--- src/rtl/arb_req_queue_if.sv ---
// Client/arbiter bundle for the two-client request queue front-end.
// Latency: none, wires only.
// Backpressure: o_ready_* toward clients, o_req_*/i_gnt_* toward the arbiter.
interface arb_req_queue_if #(
    parameter int DATA_W = 8,
    parameter int DEPTH  = 4
);
    localparam int CNT_W = $clog2(DEPTH + 1);

    // client 0 write side
    logic              i_push_0;
    logic [DATA_W-1:0] i_data_0;
    logic              o_ready_0;
    // client 1 write side
    logic              i_push_1;
    logic [DATA_W-1:0] i_data_1;
    logic              o_ready_1;
    // arbiter loop
    logic              o_req_0;
    logic              o_req_1;
    logic              i_gnt_0;
    logic              i_gnt_1;
    // shared output bus and status
    logic              o_valid;
    logic              o_src;
    logic [DATA_W-1:0] o_data;
    logic [CNT_W-1:0]  o_count_0;
    logic [CNT_W-1:0]  o_count_1;
    logic              o_err;

    // the queue block itself
    modport slave (
        input  i_push_0, i_data_0, i_push_1, i_data_1, i_gnt_0, i_gnt_1,
        output o_ready_0, o_ready_1, o_req_0, o_req_1,
               o_valid, o_src, o_data, o_count_0, o_count_1, o_err
    );

    // clients plus arbiter driving the queue block
    modport master (
        output i_push_0, i_data_0, i_push_1, i_data_1, i_gnt_0, i_gnt_1,
        input  o_ready_0, o_ready_1, o_req_0, o_req_1,
               o_valid, o_src, o_data, o_count_0, o_count_1, o_err
    );
endinterface

--- src/rtl/arb_req_queue.sv ---
// Two independent client FIFOs feeding a shared, source-tagged output bus on arbiter grant.
// Latency: a grant popping in cycle N presents the word on o_data in cycle N+1.
// Backpressure: o_ready_k low while queue k is full; pushes then are dropped and flag o_err.
module arb_req_queue #(
    parameter int DATA_W = 8,
    parameter int DEPTH  = 4
) (
    input  logic           i_clk,
    input  logic           i_rst_n,
    arb_req_queue_if.slave bus
);
    localparam int PTR_W = (DEPTH > 1) ? $clog2(DEPTH) : 1;
    localparam int CNT_W = $clog2(DEPTH + 1);
    localparam logic [CNT_W-1:0] FULL_CNT = CNT_W'(DEPTH);
    localparam logic [CNT_W-1:0] ZERO_CNT = '0;

    // storage and per-queue state, index 0/1 = client
    logic [DATA_W-1:0] mem_q    [2][DEPTH];
    logic [PTR_W-1:0]  wr_ptr_q [2];
    logic [PTR_W-1:0]  wr_ptr_d [2];
    logic [PTR_W-1:0]  rd_ptr_q [2];
    logic [PTR_W-1:0]  rd_ptr_d [2];
    logic [CNT_W-1:0]  cnt_q    [2];
    logic [CNT_W-1:0]  cnt_d    [2];

    // ready is held low until the first clock after reset release
    logic              rdy_en_q;

    // output stage
    logic              valid_q, valid_d;
    logic              src_q, src_d;
    logic [DATA_W-1:0] data_q, data_d;
    logic              err_q, err_d;

    // flattened request view
    logic [1:0]        push_req;
    logic [1:0]        gnt;
    logic [1:0]        ready;
    logic [1:0]        push_ok;
    logic [1:0]        push_drop;
    logic [1:0]        pop;
    logic [DATA_W-1:0] wr_data [2];
    logic [DATA_W-1:0] head    [2];

    assign push_req   = {bus.i_push_1, bus.i_push_0};
    assign gnt        = {bus.i_gnt_1, bus.i_gnt_0};
    assign wr_data[0] = bus.i_data_0;
    assign wr_data[1] = bus.i_data_1;

    // queue control: accept, drop and pop decisions plus next pointer/count values
    always_comb begin
        for (int k = 0; k < 2; k++) begin
            ready[k]     = rdy_en_q && (cnt_q[k] != FULL_CNT);
            push_ok[k]   = push_req[k] && ready[k];
            push_drop[k] = push_req[k] && (cnt_q[k] == FULL_CNT);
            head[k]      = mem_q[k][rd_ptr_q[k]];
        end
        // queue 0 wins an illegal dual grant; stale grants on empty queues do nothing
        pop[0] = gnt[0] && (cnt_q[0] != ZERO_CNT);
        pop[1] = gnt[1] && (cnt_q[1] != ZERO_CNT) && !gnt[0];

        for (int k = 0; k < 2; k++) begin
            wr_ptr_d[k] = push_ok[k] ? wr_ptr_q[k] + PTR_W'(1) : wr_ptr_q[k];
            rd_ptr_d[k] = pop[k]     ? rd_ptr_q[k] + PTR_W'(1) : rd_ptr_q[k];
            unique case ({push_ok[k], pop[k]})
                2'b10:   cnt_d[k] = cnt_q[k] + CNT_W'(1);
                2'b01:   cnt_d[k] = cnt_q[k] - CNT_W'(1);
                default: cnt_d[k] = cnt_q[k];
            endcase
        end
    end

    // output stage next state: tag and capture the popped head, hold otherwise
    always_comb begin
        valid_d = pop[0] || pop[1];
        src_d   = src_q;
        data_d  = data_q;
        if (pop[0]) begin
            src_d  = 1'b0;
            data_d = head[0];
        end else if (pop[1]) begin
            src_d  = 1'b1;
            data_d = head[1];
        end
        err_d = err_q || (|push_drop) || (gnt[0] && gnt[1]);
    end

    // FIFO storage: written on accepted push, contents need no reset
    always_ff @(posedge i_clk) begin
        for (int k = 0; k < 2; k++) begin
            if (push_ok[k]) begin
                mem_q[k][wr_ptr_q[k]] <= wr_data[k];
            end
        end
    end

    // pointer and occupancy registers for both queues
    always_ff @(posedge i_clk or negedge i_rst_n) begin
        if (!i_rst_n) begin
            for (int k = 0; k < 2; k++) begin
                wr_ptr_q[k] <= '0;
                rd_ptr_q[k] <= '0;
                cnt_q[k]    <= '0;
            end
            rdy_en_q <= 1'b0;
        end else begin
            for (int k = 0; k < 2; k++) begin
                wr_ptr_q[k] <= wr_ptr_d[k];
                rd_ptr_q[k] <= rd_ptr_d[k];
                cnt_q[k]    <= cnt_d[k];
            end
            rdy_en_q <= 1'b1;
        end
    end

    // registered output bus and sticky error flag
    always_ff @(posedge i_clk or negedge i_rst_n) begin
        if (!i_rst_n) begin
            valid_q <= 1'b0;
            src_q   <= 1'b0;
            data_q  <= '0;
            err_q   <= 1'b0;
        end else begin
            valid_q <= valid_d;
            src_q   <= src_d;
            data_q  <= data_d;
            err_q   <= err_d;
        end
    end

    assign bus.o_ready_0 = ready[0];
    assign bus.o_ready_1 = ready[1];
    assign bus.o_req_0   = (cnt_q[0] != ZERO_CNT);
    assign bus.o_req_1   = (cnt_q[1] != ZERO_CNT);
    assign bus.o_count_0 = cnt_q[0];
    assign bus.o_count_1 = cnt_q[1];
    assign bus.o_valid   = valid_q;
    assign bus.o_src     = src_q;
    assign bus.o_data    = data_q;
    assign bus.o_err     = err_q;
endmodule
--- src/flat_wrapper.sv ---
// flat-port wrapper written by rule: the top's interface ports become plain ports
module arb_req_queue_flat 
#(
    parameter int DATA_W = 8,
    parameter int DEPTH  = 4
)
  (i_clk, i_rst_n, bus_i_push_0, bus_i_data_0, bus_i_push_1, bus_i_data_1, bus_i_gnt_0, bus_i_gnt_1, bus_o_ready_0, bus_o_ready_1, bus_o_req_0, bus_o_req_1, bus_o_valid, bus_o_src, bus_o_data, bus_o_count_0, bus_o_count_1, bus_o_err);
  arb_req_queue_if #(.DATA_W(DATA_W), .DEPTH(DEPTH)) bus_i ();
  input  logic i_clk;
  input  logic i_rst_n;
  input wire logic [$bits(bus_i.i_push_0)-1:0] bus_i_push_0;
  input wire logic [$bits(bus_i.i_data_0)-1:0] bus_i_data_0;
  input wire logic [$bits(bus_i.i_push_1)-1:0] bus_i_push_1;
  input wire logic [$bits(bus_i.i_data_1)-1:0] bus_i_data_1;
  input wire logic [$bits(bus_i.i_gnt_0)-1:0] bus_i_gnt_0;
  input wire logic [$bits(bus_i.i_gnt_1)-1:0] bus_i_gnt_1;
  output wire logic [$bits(bus_i.o_ready_0)-1:0] bus_o_ready_0;
  output wire logic [$bits(bus_i.o_ready_1)-1:0] bus_o_ready_1;
  output wire logic [$bits(bus_i.o_req_0)-1:0] bus_o_req_0;
  output wire logic [$bits(bus_i.o_req_1)-1:0] bus_o_req_1;
  output wire logic [$bits(bus_i.o_valid)-1:0] bus_o_valid;
  output wire logic [$bits(bus_i.o_src)-1:0] bus_o_src;
  output wire logic [$bits(bus_i.o_data)-1:0] bus_o_data;
  output wire logic [$bits(bus_i.o_count_0)-1:0] bus_o_count_0;
  output wire logic [$bits(bus_i.o_count_1)-1:0] bus_o_count_1;
  output wire logic [$bits(bus_i.o_err)-1:0] bus_o_err;
  assign bus_i.i_push_0 = bus_i_push_0;
  assign bus_i.i_data_0 = bus_i_data_0;
  assign bus_i.i_push_1 = bus_i_push_1;
  assign bus_i.i_data_1 = bus_i_data_1;
  assign bus_i.i_gnt_0 = bus_i_gnt_0;
  assign bus_i.i_gnt_1 = bus_i_gnt_1;
  assign bus_o_ready_0 = bus_i.o_ready_0;
  assign bus_o_ready_1 = bus_i.o_ready_1;
  assign bus_o_req_0 = bus_i.o_req_0;
  assign bus_o_req_1 = bus_i.o_req_1;
  assign bus_o_valid = bus_i.o_valid;
  assign bus_o_src = bus_i.o_src;
  assign bus_o_data = bus_i.o_data;
  assign bus_o_count_0 = bus_i.o_count_0;
  assign bus_o_count_1 = bus_i.o_count_1;
  assign bus_o_err = bus_i.o_err;
  arb_req_queue #(.DATA_W(DATA_W), .DEPTH(DEPTH)) u_core (.i_clk(i_clk), .i_rst_n(i_rst_n), .bus(bus_i));
endmodule
--- config.mk ---
export PLATFORM = sky130hd
export DESIGN_NAME = arb_req_queue_flat
export DESIGN_NICKNAME = d
export VERILOG_FILES = /design/src/rtl/arb_req_queue_if.sv /design/src/rtl/arb_req_queue.sv /design/src/flat_wrapper.sv
export SDC_FILE = /design/constraint.sdc
export NUM_CORES = 1
export LEC_CHECK = 0
export CAP_MARGIN = 40
export CORE_ASPECT_RATIO = 0.5
export CORE_MARGIN = 10
export CORE_UTILIZATION = 34
export DETAILED_ROUTE_END_ITERATION = 8
export GPL_ROUTABILITY_DRIVEN = 0
export GPL_TIMING_DRIVEN = 0
export SKIP_LAST_GASP = 1
export SYNTH_ARGS = -nofsm -noshare
export SYNTH_HDL_FRONTEND = slang
export SYNTH_SLANG_ARGS = --single-unit
--- constraint.sdc ---
create_clock -name i_clk -period 3.73 [get_ports i_clk]
set_clock_uncertainty 0.2 [all_clocks]
set_input_delay 0.5595 -clock i_clk [delete_from_list [all_inputs] [get_ports i_clk]]
set_output_delay 0.5595 -clock i_clk [all_outputs]
set_load 0.05 [all_outputs]
# [Word-level counts from Yosys, hierarchy flattened]
# Memories as Yosys holds them, arrays and structs flattened.
# Cells that the tools add are included.
[totals] regBits=26 ramBits=64 output_inout_bits=21 n_memories=1
[mem_list] name="u_core.mem_q" words=2 word_bits=32 rd=2 rd_ports_with_merged_regs=0 wr=2 line_no="arb_req_queue.sv:18" rtl="logic [DATA_W-1:0] mem_q [2][DEPTH];"
[op_classes] add_sub_neg=8 order_cmp=6 n_eq_ne=8 muxes=20 bitwise_logic=4 n_reduce_logical=22
[ops] op="$mux W32" n=2
[ops] op="$mux W8" n=8
[ops] op="$bmux W8 S2" n=2
[ops] op="$demux W8 S2" n=2
[ops] op="$ge A3 B3 Y1 const B" n=4
[ops] op="$logic_and A1 B1 Y1" n=12
[ops] op="$not A2 Y3" n=4
[ops] op="$pmux W3 S2" n=2
[ops] op="$add A2 B1 Y2 const B" n=4
[ops] op="$add A3 B1 Y3 const B" n=2
[ops] op="$eq A3 B3 Y1 const B" n=2
[ops] op="$lt A3 B1 Y1 const B" n=2
[ops] op="$ne A3 B3 Y1 const B" n=2
[ops] op="$reduce_bool A2 Y1" n=3
[ops] op="$reduce_bool A3 Y1" n=2
[ops] op="$sub A3 B1 Y3 const B" n=2
[ops] op="$eq A2 B1 Y1 const B" n=2
[ops] op="$eq A2 B2 Y1 const B" n=2
[ops] op="$mux W1" n=4
[ops] op="$logic_or A1 B1 Y1" n=3
[ops] op="$reduce_or A2 Y1" n=1
[ops] op="$logic_not A1 Y1" n=1

# [Logic depth before layout (Yosys ltp)]
# Gate-level depths: netlist (run 1).
[depth] word_depth=6 ltp_mapped=10

# [Worst setup path after synthesis (run 1)]
# OpenSTA, ideal clock, no wires.
[synth_path] path_kind="register -> register" from="register u_core.cnt_q, in the netlist u_core.bus.o_count_0[2]" to="register u_core.cnt_q, in the netlist u_core.bus.o_count_0[2]" setup_time_ns=0.148 arrival_ns=2.367 required_ns=3.382 setup_slack_ns=1.015 stages_incl_launch_ff=11 n_path_buf=1 period_less_slack_ns=2.715 cell_sequence="dfrtp_1 > or3b_1 > and3_1 > buf_6 > inv_1 > ha_1 > inv_1 > fa_1 > xor2_1 > nor2_1 > xor2_1"
[synth_via] elab_chain_len=5
[synth_lines] element="from (decl)" line_no="arb_req_queue.sv:23" rtl="logic [CNT_W-1:0] cnt_q [2];"
[synth_lines] element="from (signal, indexed assignment)" line_no="arb_req_queue.sv:110" rtl="cnt_q[k] <= cnt_d[k];"
[synth_lines] element="$ne A3 B3 Y1" line_no="arb_req_queue.sv:53" rtl="ready[k] = rdy_en_q && (cnt_q[k] != FULL_CNT);"
[synth_lines] element="$logic_and A1 B1 Y1" line_no="arb_req_queue.sv:53"
[synth_lines] element="$logic_and A1 B1 Y1" line_no="arb_req_queue.sv:54" rtl="push_ok[k] = push_req[k] && ready[k];"
[synth_lines] element="$eq A2 B1 Y1 / $eq A2 B2 Y1 (equally long branches)" line_no="arb_req_queue.sv:65" rtl="unique case ({push_ok[k], pop[k]})"
[synth_lines] element="$pmux W3 S2 / $reduce_bool A2 Y1 (equally long branches)"
# Parallel ways exist; a longest one is shown, timed or not.
# A chain may end at the register's enable or synchronous reset.

# [Worst setup path in the final report (run 1)]
[layout_path] from="register u_core.cnt_q, in the netlist u_core.bus.o_count_1[0]" to="output bus_o_req_1"
[layout_via] elab_chain_len=1
[layout_lines] element="$reduce_bool A3 Y1" line_no="arb_req_queue.sv:134" rtl="assign bus.o_req_1 = (cnt_q[1] != ZERO_CNT);"
[layout_lines] element="to (decl)" line_no="flat_wrapper.sv:20" rtl="output wire logic [$bits(bus_i.o_req_1)-1:0] bus_o_req_1;"
# No other way between the ends.

==> impl_metrics.tcl, run 1 <==
set metrics [dict create \
    fin_area_um2 4600 \
    r2r_start "u_core.bus.o_count_0[0]$_DFFE_PN0P_" \
    wl_mm 7.31 \
    grt_pass1_vias 2128 \
    drtPass1Iterations 4 \
    arrival_ns 2.27 \
    synth_top_area_share 0.520 \
    cts_max_path_buffers 2 \
    syn_nets 244 \
    synthFlopType "edfxtp_1" \
    synth_seq_cells 90 \
    powerDensity_nw_per_um2 803 \
    placed_cell_area_um2 4320 \
    dp_slack_ns 0.760 \
    slew_headroom 0.585 \
    startpoint "u_core.bus.o_count_1[0]$_DFFE_PN0P_" \
    coreArea_um2 10400 \
    drive_gt1_frac 0.182 \
    fin_setup_tns_ns 0 \
    n_antenna_cell 0 \
    rrSetupSlack_ns 1.11 \
    start_util 0.355 \
    post-dp-hpwl_mm 5.22 \
    netlist_top_cells_area "edfxtp_1 (52%), dfrtp_1 (18%), mux4_2 (9.8%)" \
    startpoint_type "flop" \
    p_int_w 0.00232 \
    fin_nets 298 \
    cts_resized 0 \
    worst_slack_ns 0.702 \
    yosys.area.top_type "edfxtp_1" \
    power_leakage_nw 1.69 \
    ys_types 37 \
    clock.fmax_mhz 330 \
    cts.sinks 90 \
    comb_power_share 0.386 \
    die_h_um 93.7 \
    netlist_instances 210 \
    hp-class "reg2reg" \
    io_pins 43 \
    syn_to_final_growth_pct 24.5 \
    outcome "completed" \
    cts_tree "done" \
    avgViaCountPerCell 4.77 \
    timing.final.crit_share 0.812 \
    grt_max_degree 19 \
    clkPwrFrac 0.229 \
    die_x_um 167 \
    die_area_um2 15700 \
    synth_edf_count 64 \
    htree_levels 3 \
    p_sw_frac 0.371 \
    num_vias 1951 \
    avgSynthCellArea_um2 17.6 \
    fillers 913 \
    min_period_ns 3.03 \
    hold-path-cell-count 1 \
    grt_setup_unrepaired "no" \
    postCtsHoldBufs 0 \
    worstSetupEndpointType "output port" \
    portBuffers 42 \
    ir_worst_vdd_mv 0.295 \
    grt_pass1_wl_mm 11.7 \
    ys_seq_area_frac 0.696 \
    antenna_found_initial 0 \
    drv_cap 0 \
    switching_power_w 0.00137 \
    crit_type "reg2out" \
    async_reset_ff_frac 0.289 \
    clk_latency_ns 0.34 \
    groute.usage.overall 0.0970 \
    seq_power_share 0.385 \
    wl_per_cell_um 17.9 \
    slew_violations 0 \
    hp-start "u_core.bus.o_data[6]$_DFFE_PN0P_" \
    clk_pin_slew_ns 0.07 \
    antenna_left 0 \
    finalSetupViolCount 0 \
    tightestPinTransition_ns 0.622 \
    root_buffer "clkbuf_16" \
    worst-path-max-fanout 8 \
    numCtsBuffers 9 \
    r2r.worst_path.cells 10 \
    yosysWarnings 0 \
    min_to "u_core.bus.o_data[6]$_DFFE_PN0P_" \
    drt_iter0_markers 109 \
    drcViolationCount 0 \
    cp.required_ns 2.97 \
    report.final.hold_viol_count 0 \
    worstReg2RegEnd "u_core.bus.o_count_0[2]$_DFFE_PN0P_" \
    grt.overflow.total 0 \
    syn_area_um2 3690 \
    post-cts-setup-buffers 0 \
    num_rows 26 \
]
## state kept, by name (all words and copies together) (netlist names)
name / flops
u_core.bus.o_src: 1
u_core.bus.o_count_0: 3
u_core.bus.o_err: 1
u_core.rd_ptr_q: 4
u_core.bus.o_count_1: 3
u_core.mem_q: 64
u_core.bus.o_valid: 1
u_core.wr_ptr_q: 4
u_core.rdy_en_q: 1
u_core.bus.o_data: 8
## layout by cell type, fill, tap and decap left out, types with 4 or more instances in the layout
master	n
edfxtp_1	64
xor2_1	5
nor2_1	5
inv_6	5
xnor2_1	7
dfrtp_1	26
and3_1	5
a21oi_1	4
clkdlybuf4s50_1	42
clkbuf_16	9
ha_1	10
and2_2	5
mux4_2	16
inv_1	19
and2_1	5
## synthesized netlist by cell type (all sizes together) (2+ instances only)
cell type  count
buf            4
a31oi          2
o21ai          3
dfrtp         26
o32ai          3
xor2           5
nand3          3
ha            10
a221o          3
fa             2
or3b           2
and3           5
edfxtp        64
nor2           5
a21oi          5
mux4          16
clkbuf         2
inv           20
nand2          2
and2          10
xnor2          7
mux2           2
## cells by family (layout without fill, tap and decap cells)
group / Yosys count / after routing / synth area share
AND/OR/NAND/NOR: 31 / 31 / 0.0512
XOR/XNOR: 12 / 12 / 0.0285
buffers and inverters: 26 / 85 / 0.0301
flip-flops: 90 / 90 / 0.696
AO/OA/AOI/OAI: 19 / 19 / 0.0407
other: 1 / 1 / 0.00102
adder cells (fa/ha/maj): 12 / 12 / 0.0447
multiplexers: 19 / 19 / 0.107
## worst max-delay path: stages (launching register included)
cell	delay [ns]
dfrtp_1	0.45
nor3_2	0.47
inv_1	0.23
clkdlybuf4s50_1	0.78
## routing by layer
layer  global-route usage  vias up  part of all wire
met1                0.110     1011              0.43
met4               0.0346        0             0.017
li1                     -      890                 -
met2                0.164       41              0.51
met5                    0        -                 0
met3               0.0388        9             0.039
## power by group through the flow
stage	clock network (W)	registers [W]	logic, W
CTS	0.000871	0.00142	0.00145
finish	0.000846	0.00142	0.00142
detailed placement	0	0.00144	0.00142
global route	0.000913	0.00144	0.00154
floorplan	0	0.00170	0.000692
global placement	0	0.00142	0.00139
## worst max-delay path by stage
stage                                          endpoint  slack [ns]  cells after the start
finish                                      bus_o_req_1        0.70                      3
global route                                bus_o_req_1        0.52                      3
CTS                                         bus_o_req_1        0.67                      3
detailed placement  u_core.bus.o_count_1[2]$_DFFE_PN0P_        0.76                      9
global placement    u_core.bus.o_count_1[2]$_DFFE_PN0P_        0.83                      9
floorplan           u_core.bus.o_count_0[2]$_DFFE_PN0P_        1.01                     10
## stage by stage
stage	hold WS, ns	power, W	utilization	instances
3_3_place_gp	0.273	0.00282	0.412	392
3_5_place_dp	0.302	0.00286	0.415	393
4_1_cts	0.322	0.00374	0.442	409
2_1_floorplan	0.0639	0.00240	-	210
6_report	0.318	0.00369	0.442	409
5_1_grt	0.345	0.00389	0.442	409
## cell type report
type                    count  area, µm²  share of cell area
well taps                 140        175              0.0381
clock inverters             7       56.3              0.0122
multi-input cells          94       1010               0.220
inverters                  20       75.1              0.0163
flip-flops and latches     90       2570               0.559
plain buffers               6       36.3             0.00789
repair buffers             43        448              0.0974
clock buffers               9        225              0.0490
No activity file was read; power rests on OpenSTA's default activity.
==> inputs of run 2 (changes only) <==
==> constraint.sdc (replaced) <==
create_clock -name i_clk -period 2.8 [get_ports i_clk]
set_clock_uncertainty 0.2 [all_clocks]
set_input_delay 0.42 -clock i_clk [delete_from_list [all_inputs] [get_ports i_clk]]
set_output_delay 0.42 -clock i_clk [all_outputs]
set_load 0.05 [all_outputs]
==> run 2 against run 1 <==
- clock-buffer cell count unchanged
- clock power is 34% higher
- total power up 33%
- setup slack worse by 0.60 ns
- final area about the same
- utilization about the same
- die area is the same
- non-clock buffer count is the same
- first-iteration DRC count down 1.8%
- sequential share of layout area hardly changed
- flip-flop and latch count did not move
- critical path type unchanged
==> impl_metrics.tcl, run 2 (same netlist as run 1, synthesis figures left out) <==
set metrics [dict create \
    die_h_um 93.7 \
    drtPass1Iterations 4 \
    antenna_left 0 \
    max_stage_delay_ns 0.70 \
    drcViolationCount 0 \
    drive_gt1_frac 0.182 \
    arrival_ns 2.08 \
    report.final.hold_viol_count 0 \
    cp.required_ns 2.18 \
    fin_util 0.442 \
    numCtsBuffers 9 \
    num_vias 1954 \
    min_period_ns 2.70 \
    power.total_w 0.00491 \
    startpoint_type "flop" \
    finalSetupViolCount 0 \
    die_area_um2 15700 \
    cts.sinks 90 \
    worst-path-max-fanout 5 \
    hp-class "in2async" \
    fin_setup_tns_ns 0 \
    crit_type "reg2out" \
    grt_pass1_wl_mm 11.7 \
    io_pins 43 \
    cts_max_path_buffers 2 \
    ir_worst_vdd_mv 0.393 \
    drv_cap 0 \
    clk_latency_ns 0.34 \
    num_rows 26 \
    p_int_w 0.00309 \
    grt_setup_unrepaired "no" \
    fin_area_um2 4600 \
    power_leakage_nw 1.70 \
    worstSetupEndpointType "output port" \
    comb_power_share 0.385 \
    timing.final.crit_share 0.964 \
    seq_power_share 0.385 \
    final_cell_mix "edfxtp_1 (64), clkdlybuf4s50_1 (40), dfrtp_1 (26)" \
    clkPwrFrac 0.230 \
    crit_path_top_delay_cell "clkdlybuf4s50_1" \
    portBuffers 42 \
    clock.fmax_mhz 370 \
    syn_to_final_growth_pct 24.5 \
    antenna_found_initial 0 \
    multi_input_area_um2 1010 \
    slew_headroom 0.585 \
    root_buffer "clkbuf_16" \
    largest_register_ffs 64 \
    fin_nets 298 \
    cts_tree "done" \
    outcome "completed" \
    die_x_um 167 \
    grt_pass1_vias 2128 \
    fin_hold_ws_ns 0.232 \
    n_antenna_cell 0 \
    start_util 0.355 \
    coreArea_um2 10400 \
    fillers 910 \
    drt_iter0_markers 107 \
    placed_cell_area_um2 4320 \
    grt.overflow.total 0 \
    wl_per_cell_um 17.9 \
    grt_max_degree 19 \
    avgViaCountPerCell 4.78 \
    post-dp-hpwl_mm 5.22 \
    wl_mm 7.33 \
    clk_pin_slew_ns 0.07 \
    path_cells "or3b_1 > and2_1 > clkdlybuf4s50_1" \
    slew_violations 0 \
    tightestPinTransition_ns 0.622 \
    groute.usage.overall 0.0970 \
    mostFrequentLayoutCell "edfxtp_1" \
    switching_power_w 0.00183 \
    post-cts-setup-buffers 0 \
    p_sw_frac 0.372 \
    htree_levels 3 \
    powerDensity_nw_per_um2 1070 \
    seq_area_um2 2570 \
]
==> run 2: cell count changes in the layout (fill, tap and decap cells not counted), sizes merged <==
cell and delta:
clkdlybuf4s50 -2, dlygate4sd2 +1, dlymetal6s2s +1
==> run 2: what timing repair did <==
item,4_1_cts,5_1_grt
hold endpoints to repair,0,0
gates resized for setup,1,1
pin swaps,0,0
hold buffers,0,0
setup endpoints to repair,1,1
==> run 2: critical path, delay by kind of cell, from the launching register on <==
kind                   cells  cell delay [ns]
buffers and inverters      1             0.70
AND/OR/NAND/NOR            2             0.61
flip-flops                 1             0.43
==> run 2: final cells by class <==
type,instances,share of cell area
plain buffers,6,0.00789
clock buffers,9,0.0490
clock inverters,7,0.0122
inverters,20,0.0163
multi-input cells,94,0.220
flip-flops and latches,90,0.559
well taps,140,0.0381
repair buffers,43,0.0977
==> run 2: metal layers <==
layer  wire (µm)  share of wire  global-route usage  vias up
met5           0              0                   0        -
met4         119          0.016              0.0346        0
met3         337          0.046              0.0388        8
met2        3710           0.51               0.164       44
met1        3160           0.43               0.110     1010
li1            -              -                   -      892
==> run 2: path summary, 6_finish.rpt <==
kind | from | to | slack, ns | depth (start not counted)
worst min register to register | u_core.bus.o_data[6]$_DFFE_PN0P_ | u_core.bus.o_data[6]$_DFFE_PN0P_ | 0.32 | 1
min in group i_clk | u_core.bus.o_data[6]$_DFFE_PN0P_ | u_core.bus.o_data[6]$_DFFE_PN0P_ | 0.32 | 1
worst max register to register | u_core.bus.o_count_0[0]$_DFFE_PN0P_ | u_core.bus.o_count_0[2]$_DFFE_PN0P_ | 0.18 | 10
max in group asynchronous | i_rst_n | u_core.bus.o_data[7]$_DFFE_PN0P_ | 1.70 | 2
worst max-delay path | u_core.bus.o_count_1[1]$_DFFE_PN0P_ | bus_o_ready_1 | 0.1 | 3
worst min-delay path | i_rst_n | u_core.rd_ptr_q[1]$_DFFE_PN0P_ | 0.23 | 1
==> run 2: metrics by stage <==
| stage | instances | setup slack (ns) |
|---|---|---|
| 2_1_floorplan | 210 | 0.0848 |
| 4_1_cts | 409 | 0.0287 |
| 6_report | 409 | 0.0995 |
| 5_1_grt | 409 | 0.00415 |
| 3_5_place_dp | 393 | -0.0303 |
| 3_3_place_gp | 392 | 0.0361 |
==> run 2: power by group through the flow <==
stage | Clock (W) | Combinational, W | Sequential (W)
4_1_cts | 0.00116 | 0.00192 | 0.00189
3_5_place_dp | 0 | 0.00190 | 0.00192
5_1_grt | 0.00122 | 0.00205 | 0.00192
3_3_place_gp | 0 | 0.00186 | 0.00190
6_report | 0.00113 | 0.00189 | 0.00189
2_1_floorplan | 0 | 0.000922 | 0.00227
